`config.mk`:
```
export PLATFORM = sky130hd
export DESIGN_NAME = lsu_dmem
export DESIGN_NICKNAME = d
export VERILOG_FILES = /design/src/rtl/funrv32_pkg.sv /design/src/rtl/lsu_align.sv /design/src/rtl/lsu_dmem.sv
export SDC_FILE = /design/constraint.sdc
export NUM_CORES = 1
export LEC_CHECK = 0
export ABC_AREA = 1
export BUFFER_PORTS_ARGS = -buffer_cell sky130_fd_sc_hd__buf_2
export CAP_MARGIN = 20
export CORE_ASPECT_RATIO = 1.4
export CORE_UTILIZATION = 44
export DETAILED_ROUTE_END_ITERATION = 12
export GPL_TIMING_DRIVEN = 0
export MAX_ROUTING_LAYER = met4
export PLACE_DENSITY = 0.77
export SLEW_MARGIN = 10
export SYNTH_ARGS = -nofsm -noshare
export SYNTH_HDL_FRONTEND = slang
export SYNTH_SLANG_ARGS = --single-unit
```
`constraint.sdc`:
```
create_clock -name i_clk -period 1.5 [get_ports i_clk]
set_input_delay 0.15 -clock i_clk [delete_from_list [all_inputs] [get_ports i_clk]]
set_output_delay 0.15 -clock i_clk [all_outputs]
set_load 0.005 [all_outputs]
```
`src/rtl/funrv32_pkg.sv`:
```
// funrv32_pkg: access-width codes (funct3[1:0]) and LSU state encoding shared by the LSU files
package funrv32_pkg;
  localparam logic [1:0] SZ_B = 2'b00;
  localparam logic [1:0] SZ_H = 2'b01;
  localparam logic [1:0] SZ_W = 2'b10;
  typedef enum logic [1:0] {IDLE, ISSUE, WAIT_RD, DONE} lsu_state_e;
endpackage

```
`src/rtl/lsu_align.sv`:
```
// lsu_align: store lane replication (LOAD=0) or load lane extraction with sign/zero extension (LOAD=1)
module lsu_align import funrv32_pkg::*; #(
  parameter bit LOAD = 1'b0
) (
  input  logic [2:0]  funct3,
  input  logic [1:0]  off,
  input  logic [31:0] din,
  output logic [31:0] dout
);
  logic [31:0] sh, ld, st;
  logic sb, shw;
  assign sh = din >> {off, 3'b000};
  assign sb = ~funct3[2] & sh[7];
  assign shw = ~funct3[2] & sh[15];
  assign ld = funct3[1:0] == SZ_B ? {{24{sb}}, sh[7:0]} :
              funct3[1:0] == SZ_H ? {{16{shw}}, sh[15:0]} : din;
  assign st = funct3[1:0] == SZ_B ? {4{din[7:0]}} :
              funct3[1:0] == SZ_H ? {2{din[15:0]}} : din;
  assign dout = LOAD ? ld : st;
endmodule

```
`src/rtl/lsu_dmem.sv`:
```
// lsu_dmem: RV32I load/store unit driving a 1-cycle-latency single-port data RAM.
// Define FUNRV32_LSU_FAULT_EN to fault misaligned accesses instead of force-aligning them.
module lsu_dmem import funrv32_pkg::*; #(
  parameter int ADDR_W = 14
) (
  input  logic              i_clk,
  input  logic              i_rst_n,
  input  logic              i_valid,
  output logic              o_ready,
  input  logic              i_store,
  input  logic [2:0]        i_funct3,
  input  logic [31:0]       i_addr,
  input  logic [31:0]       i_wdata,
  output logic              o_valid,
  output logic [31:0]       o_rdata,
  output logic              o_fault,
  output logic              o_dm_ren,
  output logic              o_dm_wen,
  output logic [3:0]        o_dm_ben,
  output logic [ADDR_W-1:0] o_dm_addr,
  output logic [31:0]       o_dm_wdata,
  input  logic [31:0]       i_dm_rdata,
  input  logic              i_mem_ready
);
  lsu_state_e state, state_nx;
  logic r_store;
  logic [2:0] r_f3;
  logic [ADDR_W+1:0] r_addr;
  logic [31:0] r_wdata, r_rdata, st_data, ld_data;
  logic [1:0] off;
  logic [3:0] ben;
  logic unsup, mis, skip, go, unused;
  assign unused = ^i_addr[31:ADDR_W+2];
  assign unsup = r_f3[1:0] == 2'b11 || r_f3 == 3'b110;
  assign mis = (r_f3[1:0] == SZ_H && r_addr[0]) || (r_f3 == {1'b0, SZ_W} && r_addr[1:0] != 2'b00);
`ifdef FUNRV32_LSU_FAULT_EN
  assign skip = unsup | mis;
  assign off = r_addr[1:0];
`else
  assign skip = unsup;
  assign off = r_f3[1:0] == SZ_H ? {r_addr[1], 1'b0} : r_f3[1:0] == SZ_W ? 2'b00 : r_addr[1:0];
`endif
  assign ben = r_f3[1:0] == SZ_B ? 4'b0001 << off : r_f3[1:0] == SZ_H ? 4'b0011 << off : 4'b1111;
  assign go = state == ISSUE && i_mem_ready && !skip;
  lsu_align #(.LOAD(1'b0)) u_st (.funct3(r_f3), .off(off), .din(r_wdata), .dout(st_data));
  lsu_align #(.LOAD(1'b1)) u_ld (.funct3(r_f3), .off(off), .din(i_dm_rdata), .dout(ld_data));
  assign o_ready = state == IDLE;
  assign o_valid = state == DONE;
  assign o_fault = state == DONE && skip;
  assign o_rdata = r_rdata;
  assign o_dm_ren = go & ~r_store;
  assign o_dm_wen = go & r_store;
  assign o_dm_ben = go ? ben : 4'b0000;
  assign o_dm_addr = go ? r_addr[ADDR_W+1:2] : '0;
  assign o_dm_wdata = go ? st_data : 32'd0;
  always_comb begin
    state_nx = state == IDLE ? (i_valid ? ISSUE : IDLE) :
               state == ISSUE ? (skip ? DONE : !i_mem_ready ? ISSUE : r_store ? DONE : WAIT_RD) :
               state == WAIT_RD ? DONE : IDLE;
  end
  always_ff @(posedge i_clk or negedge i_rst_n) begin
    if (!i_rst_n) begin
      state <= IDLE;
      r_store <= 1'b0;
      r_f3 <= 3'b000;
      r_addr <= '0;
      r_wdata <= 32'd0;
      r_rdata <= 32'd0;
    end else begin
      state <= state_nx;
      if (state == IDLE && i_valid) begin
        r_store <= i_store;
        r_f3 <= i_funct3;
        r_addr <= i_addr[ADDR_W+1:0];
        r_wdata <= i_wdata;
        r_rdata <= 32'd0;
      end
      if (state == WAIT_RD) r_rdata <= ld_data;
    end
  end
endmodule

```
======== Word level (Yosys, flattened, before mapping) ========
Cells that the tools add are included.
word-level totals
  output and inout bits ................... 87
  input bits .............................. 104
  logic and storage cells ................. 51
  register bits ........................... 86
operators by class
  muxes and demuxes ....................... 20
  shift-type cells ........................ 3
  bitwise logic cells ..................... 6
  reductions and logical operators ........ 9
  equal/unequal tests ..................... 7
operators by type and width
  cell                   number
  $mux W32               7
  $shr A32 B5 Y16        1
  $mux W14               1
  $mux W2                7
  $mux W4                3
  $eq A2 B2 Y1 const B   4
  $and A1 B1 Y1          4
  $eq A2 B1 Y1 const B   2
  $logic_and A1 B1 Y1    4
  $logic_not A2 Y1       2
  $shl A1 B2 Y4 const A  1
  $shl A2 B2 Y4 const A  1
  $eq A3 B3 Y1 const B   1
  $mux W1                2
  $not A1 Y1             2
  $reduce_bool A2 Y1     1
  $logic_not A1 Y1       1
  $logic_or A1 B1 Y1     1

======== Longest topological paths before layout ========
Gate-level depths: netlist of run 1.
  word-level depth ........................ 8
  mapped depth ............................ 13
  depth with buffers taken out ............ 11

======== Hierarchy ========
From an unflattened synthesis of run 1, not the netlist that was laid out.
unflattened totals
  cells, all modules ...................... 766
  area, all modules ....................... 5191.2 sq um
by module, submodules not included
  module             area each (sq um)  times used  sequential area each (sq um)  cells an instance
  lsu_dmem           3925.0             1           2152.1                        508
  lsu_align at u_ld  819.5              1           0.0                           171
  lsu_align at u_st  446.7              1           0.0                           87

======== Worst setup path after synthesis of run 1 ========
Ideal clock, no wire load.
  kind .................................... register to output
  from .................................... reg r_f3[1]
  to ...................................... out o_dm_wdata[13]
  required time ........................... 1350 ps
  slack ................................... -83 ps
  path buffers ............................ 2
  arrival time ............................ 1433 ps
  cell stages (with the launch flop) ...... 8
  cell sequence ........................... dfrtp_1 -> buf_6 -> nor2_2 -> clkinv_1 -> clkbuf_1 -> nor2_1 -> a21oi_1 -> nor2_1
between the ends
  longest elaborated chain between the ends .. 5
  elaborated cells between the ends (all ways) .. 8
  those cells by class .................... eq/ne: 2; mux: 2; reduce/logical: 4
RTL lines
  item                                          line            source
  start, declared                               lsu_dmem.sv:27  logic [2:0] r_f3;
  start signal, assigned                        lsu_dmem.sv:73  r_f3 <= i_funct3;
  $eq A3 B3 Y1 or $eq A2 B2 Y1 (tied branches)  lsu_dmem.sv:34  assign unsup = r_f3[1:0] == 2'b11 || r_f3 == 3'b110;
  $logic_or A1 B1 Y1                            lsu_dmem.sv:34
  $logic_not A1 Y1                              lsu_dmem.sv:44  assign go = state == ISSUE && i_mem_ready && !skip;
  $logic_and A1 B1 Y1                           lsu_dmem.sv:44
  $mux W32 *                                    lsu_dmem.sv:55  assign o_dm_wdata = go ? st_data : 32'd0;
  end, declared                                 lsu_dmem.sv:21  output logic [31:0] o_dm_wdata,
Mark *: on every way between the ends. The rest lies on a longest branch, timed or not.

======== Worst setup path after layout of run 1 ========
  from .................................... reg state[0]
  to ...................................... out o_dm_ren
between the ends
  longest elaborated chain between the ends .. 4
RTL lines
  item                               line            source
  start, declared                    lsu_dmem.sv:25  lsu_state_e state, state_nx;
  start signal, assigned             lsu_dmem.sv:70  state <= state_nx;
  $eq A2 B1 Y1                       lsu_dmem.sv:44
  $logic_and A1 B1 Y1 (2 in series)  lsu_dmem.sv:44
  $and A1 B1 Y1                      lsu_dmem.sv:51  assign o_dm_ren = go & ~r_store;
  end, declared                      lsu_dmem.sv:17  output logic o_dm_ren,
No other way between the ends.

==> results of run 1 <==
-- cells by family after synthesis --
| group | Yosys count |
|---|---|
| DFF | 86 |
| AOI/OAI and AO/OA | 137 |
| muxes | 21 |
| buffers and inverters | 104 |
| and+or+nand+nor | 242 |
-- cell type report --
class	count	area [µm²]	share of cell area, %
plain buffers	27	300	4.01
clock buffers	10	229	3.06
clock inverters	4	50.0	0.668
inverters	76	320	4.28
multi-input cells	400	2760	36.9
flip-flops and latches	86	2150	28.8
well taps	135	169	2.25
repair buffers	229	1510	20.1
-- repair_timing --
action,in CTS,in global routing
setup endpoints to repair,132,134
hold endpoints to repair,47,0
hold buffers,1,0
buffers inserted,34,14
gates cloned,5,2
pin swaps,5,30
gates resized for setup,180,138
-- stage by stage --
stage          hold WS [ns]  cell area, µm²  power, mW  setup TNS (ns)
2_1_floorplan        -0.146            4590       7.84          -0.785
5_1_grt              0.0393            7490       16.9          -39.75
3_5_place_dp          0.214            5660       9.89          -40.01
3_3_place_gp          0.383            5630       9.67          -74.96
6_report             0.0380            7490       16.0          -31.46
4_1_cts              0.0384            6860       14.0          -30.74
-- cells in the mapped netlist (2+ instances only) --
library cell  instances  area share, %
nand4_1               8            1.1
o21ai_2              10            1.9
clkbuf_1             15            1.2
nor2_1              103            8.4
nand3_1               6           0.65
or2_2                 2           0.27
dfrtp_1              86             47
o21a_1                6           0.98
buf_2                 7           0.76
clkinv_1              2           0.16
o22ai_1               7           0.95
a21oi_1              66            7.2
nor2_2                3           0.41
o21ai_0              43            4.7
nand2_2               5           0.68
inv_2                 4           0.33
nand2_1             108            8.8
buf_6                 3           0.74
nand2_4               3           0.74
inv_1                69            5.6
buf_1                 3           0.25
mux2_2               21            5.2
a22o_1                4           0.76
-- power groups by stage --
stage / Sequential, mW / Clock [mW] / Combinational [mW]
global placement: 3.94 / 0 / 5.73
finish: 4.08 / 2.19 / 9.73
global route: 4.15 / 2.30 / 10.5
detailed placement: 4.00 / 0 / 5.89
CTS: 4.00 / 2.20 / 7.85
floorplan: 3.90 / 0 / 3.94
-- registers in the layout (all words and copies together), names as in the netlist --
name and flops:
r_store 1, o_rdata 32, r_f3 3, r_addr 16, r_wdata 32, state 2
-- worst paths after layout --
path                       cells past startpoint           to         from  slack (ns)
min                                            2  r_wdata[29]  i_wdata[29]        0.04
min reg2reg                                    2   o_rdata[2]   o_rdata[2]        0.48
max reg2reg                                   13  o_rdata[30]      r_f3[1]       -0.35
max                                           10     o_dm_ren     state[0]       -0.49
min in group asynchronous                      2  o_rdata[24]      i_rst_n        0.39
max in group asynchronous                      3      r_f3[0]      i_rst_n        0.47
-- worst reg2reg max path, cell delays in order (launching register included) --
cell	delay (ns)
dfrtp_1	0.34
buf_6	0.14
buf_6	0.12
nand2_8	0.06
nand2_4	0.08
inv_4	0.04
buf_8	0.14
buf_6	0.12
nand2_4	0.06
nand4_1	0.15
nand2_4	0.18
buf_6	0.15
nand2_1	0.07
o21ai_2	0.13
-- routing by layer --
metal,vias up,part of all wire (%),GRT usage (%)
met5,-,0,-
met4,0,4.4,16.0
met2,269,53,51.0
met3,56,5.7,4.91
li1,2368,-,-
met1,2490,37,34.6
==> out/metrics.cfg, run 1 <==
[run_status]
status=finished with violations
violations=setup timing

[setup_path]
crit_chain=inv_1 > nor2_2 > inv_2 > nor3_4 > buf_6 > inv_8 > buf_6 > buf_12 > nor2_4 > buf_2
cp_max_fo=5
crit_slowest_cell=dfrtp_1
max_stage_delay_ns=0.35
start_kind=flip-flop
worst_ep_arrival_time_ns=1.84
cp_top_family=buffers and inverters
crit_top_cell=buf_6
end_kind=output port
path_buf_inv=7
worstPathRequired_ns=1.35
critical_path_class=flip-flop to output port

[cts]
root_buffer=clkbuf_16
worstSkewPairLatency_ns=0.34
clk_transition_reported_paths_ns=0.06
clk_path_buf_depth=2
cts_tree=done
cts-buffers-inserted=9
h-tree-depth=3
clock-sinks=86

[floorplanning]
fp.dieW_um=88.3
die_h_um=123
core-area_um2=10000
io_pins=191
initial_core_util_pct=45.9
dieArea_um2=10800
rows=43

[cells_and_area]
nets=933
areaGrowthSynthToFinish_pct=63.2
drive_above_1_share_pct=52.6
fillers=723
fin_cells=967
num_antenna_cells=0
final_core_util_pct=74.9
final_cell_mix=buf_2 (176), nand2_1 (99), dfrtp_1 (84), inv_1 (65), a21oi_1 (50)
layout.cells.most_common=buf_2

[synth]
synth_ff_type=dfrtp_1
ys_types=29
muxShareOfSynthArea_pct=5.15
synth_top_family_by_area=simple AND/OR/NAND/NOR gates
synth_area_per_cell_um2=7.78
synth_compound_area_share_pct=16.7
synth_cells=590
synth_xor_area_share_pct=0
synth_area_um2=4590
async_flop_share_pct=100
ys_seq_elements=86
seq_area_frac_synth_pct=46.9
synth-edff-count=0
synthSimpleGateAreaFrac_pct=22.1
synthesis.nets=694
yosys.area_share.adder_pct=0
ys.warnings.count=0

[pwr]
peakVddDrop_uv=1070
p_comb_share_pct=60.8
pwr-share-clk_pct=13.7
internal_power_mw=8.87
p_sw_mw=7.12
p_per_area_nw_per_um2=2140
pwr-share-seq_pct=25.5
power_leakage_nw=3.93
power.share.switching_pct=44.5

[hold_path]
hold_path.class=input pin to flip-flop

[grt]
grt_usage_pct=30.4
grt_pass1_wl_mm=23.9
grt_max_degree=49
grt_overflow=0
antenna_found_initial=0
grt_pass1_vias=4959

[drt]
drt_pass1_iterations=5
drcViolationCount=0
ant_nets=0
wl_per_cell_um=17.8
viasPerCell=5.36
vias=5183
wirelength_mm=17.2
drt_iter0_drc=306

[timing]
clock_skew_ns=0.00692
relSlewSlack_pct=57.3
hold_violations=0
tightestPinTransition_ns=0.641
finalCritPeriodShare_pct=133
slew_viol_final=0
setup_slack_ns=-0.488
max_freq_ghz=0.503
setup_viol_count_final=99
fin_crit_ns=1.99
rsz0062_at_grt=true

[placed_design]
dp_cells=900
place_worst_setup_slack_ns=-0.518
dp_hpwl_mm=10.9
finalWeightedCongestion=0.935
numPortBuffers=174

[run]
maxCapViolations=0

Power figures use the tool's default switching activity.
==> inputs of run 2 (changes only) <==
GPL_TIMING_DRIVEN = default   (was 0)
==> out/metrics.cfg, run 2 (synthesis gave the netlist of run 1 again) <==
[run_status]
status=finished with violations  ; unchanged
violations=setup timing  ; unchanged

[grt]
grt_pass1_vias=5140  ; was 4959
grt_overflow=0  ; unchanged
grt_max_degree=51  ; was 49
grt_pass1_wl_mm=24.4  ; was 23.9 mm
grt_usage_pct=31.2  ; was 30.4%
antenna_found_initial=0  ; unchanged

[cts]
root_buffer=clkbuf_16  ; unchanged
clk_transition_reported_paths_ns=0.07  ; was 0.06 ns
cts_tree=done  ; unchanged
clock-sinks=86  ; unchanged
worstSkewPairLatency_ns=0.34  ; about the same
h-tree-depth=3  ; unchanged
cts-buffers-inserted=9  ; unchanged
clk_path_buf_depth=2  ; unchanged

[timing]
fin_crit_ns=2.00  ; was 1.99 ns
setup_slack_ns=-0.502  ; was -0.488 ns
setup_viol_count_final=82  ; was 99
slew_viol_final=0  ; unchanged
clock_skew_ns=0.00852  ; was 0.00692 ns
rsz0062_at_grt=true  ; unchanged
relSlewSlack_pct=73.7  ; was 57.3%
hold_ws_ns=0.0317  ; was 0.0380 ns
tightestPinTransition_ns=0.394  ; was 0.641 ns
hold_violations=0  ; unchanged
finalCritPeriodShare_pct=133  ; about the same
max_freq_ghz=0.499  ; was 0.503 GHz

[placed_design]
placed_cell_area_um2=5940  ; was 5660 µm²
numPortBuffers=174  ; unchanged
dp_hpwl_mm=10.1  ; was 10.9 mm
finalWeightedCongestion=0.953  ; was 0.935

[pwr]
peakVddDrop_uv=1210  ; was 1070 µV
p_sw_mw=7.23  ; was 7.12 mW
p_per_area_nw_per_um2=2170  ; was 2140 nW/µm²
power.share.switching_pct=44.1  ; was 44.5%
pwr-share-seq_pct=24.8  ; was 25.5%
pwr-share-clk_pct=14.9  ; was 13.7%
p_comb_share_pct=60.3  ; was 60.8%
power_leakage_nw=4.02  ; was 3.93 nW
internal_power_mw=9.18  ; was 8.87 mW

[run]
maxCapViolations=0  ; unchanged

[setup_path]
cp_max_fo=9  ; was 5
start_kind=flip-flop  ; unchanged
reg2reg_slack_ns=-0.39  ; was -0.35 ns
r2r_end=o_rdata[26]  ; was o_rdata[30]
endpoint=o_dm_addr[2]  ; was o_dm_ren
worstPathRequired_ns=1.35  ; about the same
critical_path_class=flip-flop to output port  ; unchanged
end_kind=output port  ; unchanged
worst-r2r-cell-count=15  ; was 13
cp-startpoint=r_f3[0]  ; was state[0]
timing.rr.start=r_f3[0]  ; was r_f3[1]
worst_ep_arrival_time_ns=1.85  ; was 1.84 ns

[drt]
vias=5381  ; was 5183
drcViolationCount=0  ; unchanged
drt_iter0_drc=407  ; was 306
wirelength_mm=18.3  ; was 17.2 mm
drt_pass1_iterations=5  ; unchanged
ant_nets=0  ; unchanged
viasPerCell=5.52  ; was 5.36
wl_per_cell_um=18.8  ; was 17.8 µm

[cells_and_area]
final_cell_mix=buf_2 (172), nand2_1 (98), dfrtp_1 (85), inv_1 (67), a21oi_1 (55)  ; was buf_2 (176), nand2_1 (99), dfrtp_1 (84), inv_1 (65), a21oi_1 (50)
num_antenna_cells=0  ; unchanged
drive_above_1_share_pct=51.6  ; was 52.6%
nets=938  ; was 933
areaGrowthSynthToFinish_pct=65.0  ; was 63.2%
layout.cells.most_common=buf_2  ; unchanged
fillers=705  ; was 723
design_area_um2=7570  ; was 7490 µm²

[floorplanning]
initial_core_util_pct=45.9  ; unchanged
core-area_um2=10000  ; unchanged
die_h_um=123  ; unchanged
dieArea_um2=10800  ; unchanged
fp.dieW_um=88.3  ; unchanged
io_pins=191  ; unchanged
rows=43  ; unchanged

[hold_path]
hold_path.class=input pin to flip-flop  ; unchanged

## run 2: layout make-up
type	count	area, µm²	share of cell area, %
Sequential cell	86	2150	28.4
Clock inverter	7	95.1	1.26
Multi-Input combinational cell	402	2680	35.3
Clock buffer	9	225	2.97
Timing Repair inverter	2	15.0	0.198
Tap cell	135	169	2.23
Timing Repair Buffer	257	1930	25.5
Inverter	76	308	4.07
## run 2: critical path, cell delays in order (launching register included)
cell and delay [ns]:
dfrtp_1 0.40, inv_2 0.09, a21oi_4 0.07, nor3_4 0.29, clkinv_4 0.10, buf_12 0.17
clkbuf_16 0.17, nor2_2 0.09, buf_2 0.12
## run 2: through the flow
stage	TNS (ns)	utilization (%)	std cells	worst slack (ns)	total power [mW]
2_1_floorplan	-0.785	-	590	-0.0711	7.84
3_3_place_gp	-5.06	59.4	918	-0.107	10.2
3_5_place_dp	-8.22	59.4	918	-0.172	10.5
4_1_cts	-29.96	69.0	960	-0.475	14.4
5_1_grt	-36.95	75.7	974	-0.537	17.2
6_report	-31.72	75.7	974	-0.502	16.4
## run 2: repair_timing
item	4_1_cts	5_1_grt
endpoints found under the setup margin	85	104
cloned	8	7
buffers inserted	19	13
gates resized for setup	106	120
hold endpoints to repair	86	0
pin swaps	12	28
hold buffers	1	0
## run 2: power by group through the flow
stage / clock (mW) / combinational, mW / sequential, mW
after global routing: 2.53 / 10.5 / 4.15
final: 2.45 / 9.89 / 4.07
after global placement: 0 / 6.30 / 3.95
after detailed placement: 0 / 6.52 / 4.01
after floorplan: 0 / 3.94 / 3.90
after CTS: 2.45 / 7.98 / 3.99
## run 2: routing by layer
| layer | GRT usage (%) | vias up | share of wire, % |
|---|---|---|---|
| li1 | - | 2383 | - |
| met1 | 33.6 | 2536 | 34 |
| met2 | 53.8 | 363 | 54 |
| met3 | 5.18 | 99 | 7.5 |
| met4 | 16.9 | 0 | 4.9 |
| met5 | - | - | 0 |
## run 2: worst min-delay path by stage
stage | start | endpoint | slack (ns) | cells after the start
2_1_floorplan | i_rst_n | o_rdata[0] | -0.15 | 0
4_1_cts | i_wdata[22] | r_wdata[22] | 0.03 | 2
3_3_place_gp | i_rst_n | o_rdata[15] | -0.04 | 1
6_report | i_wdata[22] | r_wdata[22] | 0.03 | 2
3_5_place_dp | i_rst_n | o_rdata[15] | -0.04 | 1
5_1_grt | i_wdata[23] | r_wdata[23] | 0.03 | 2
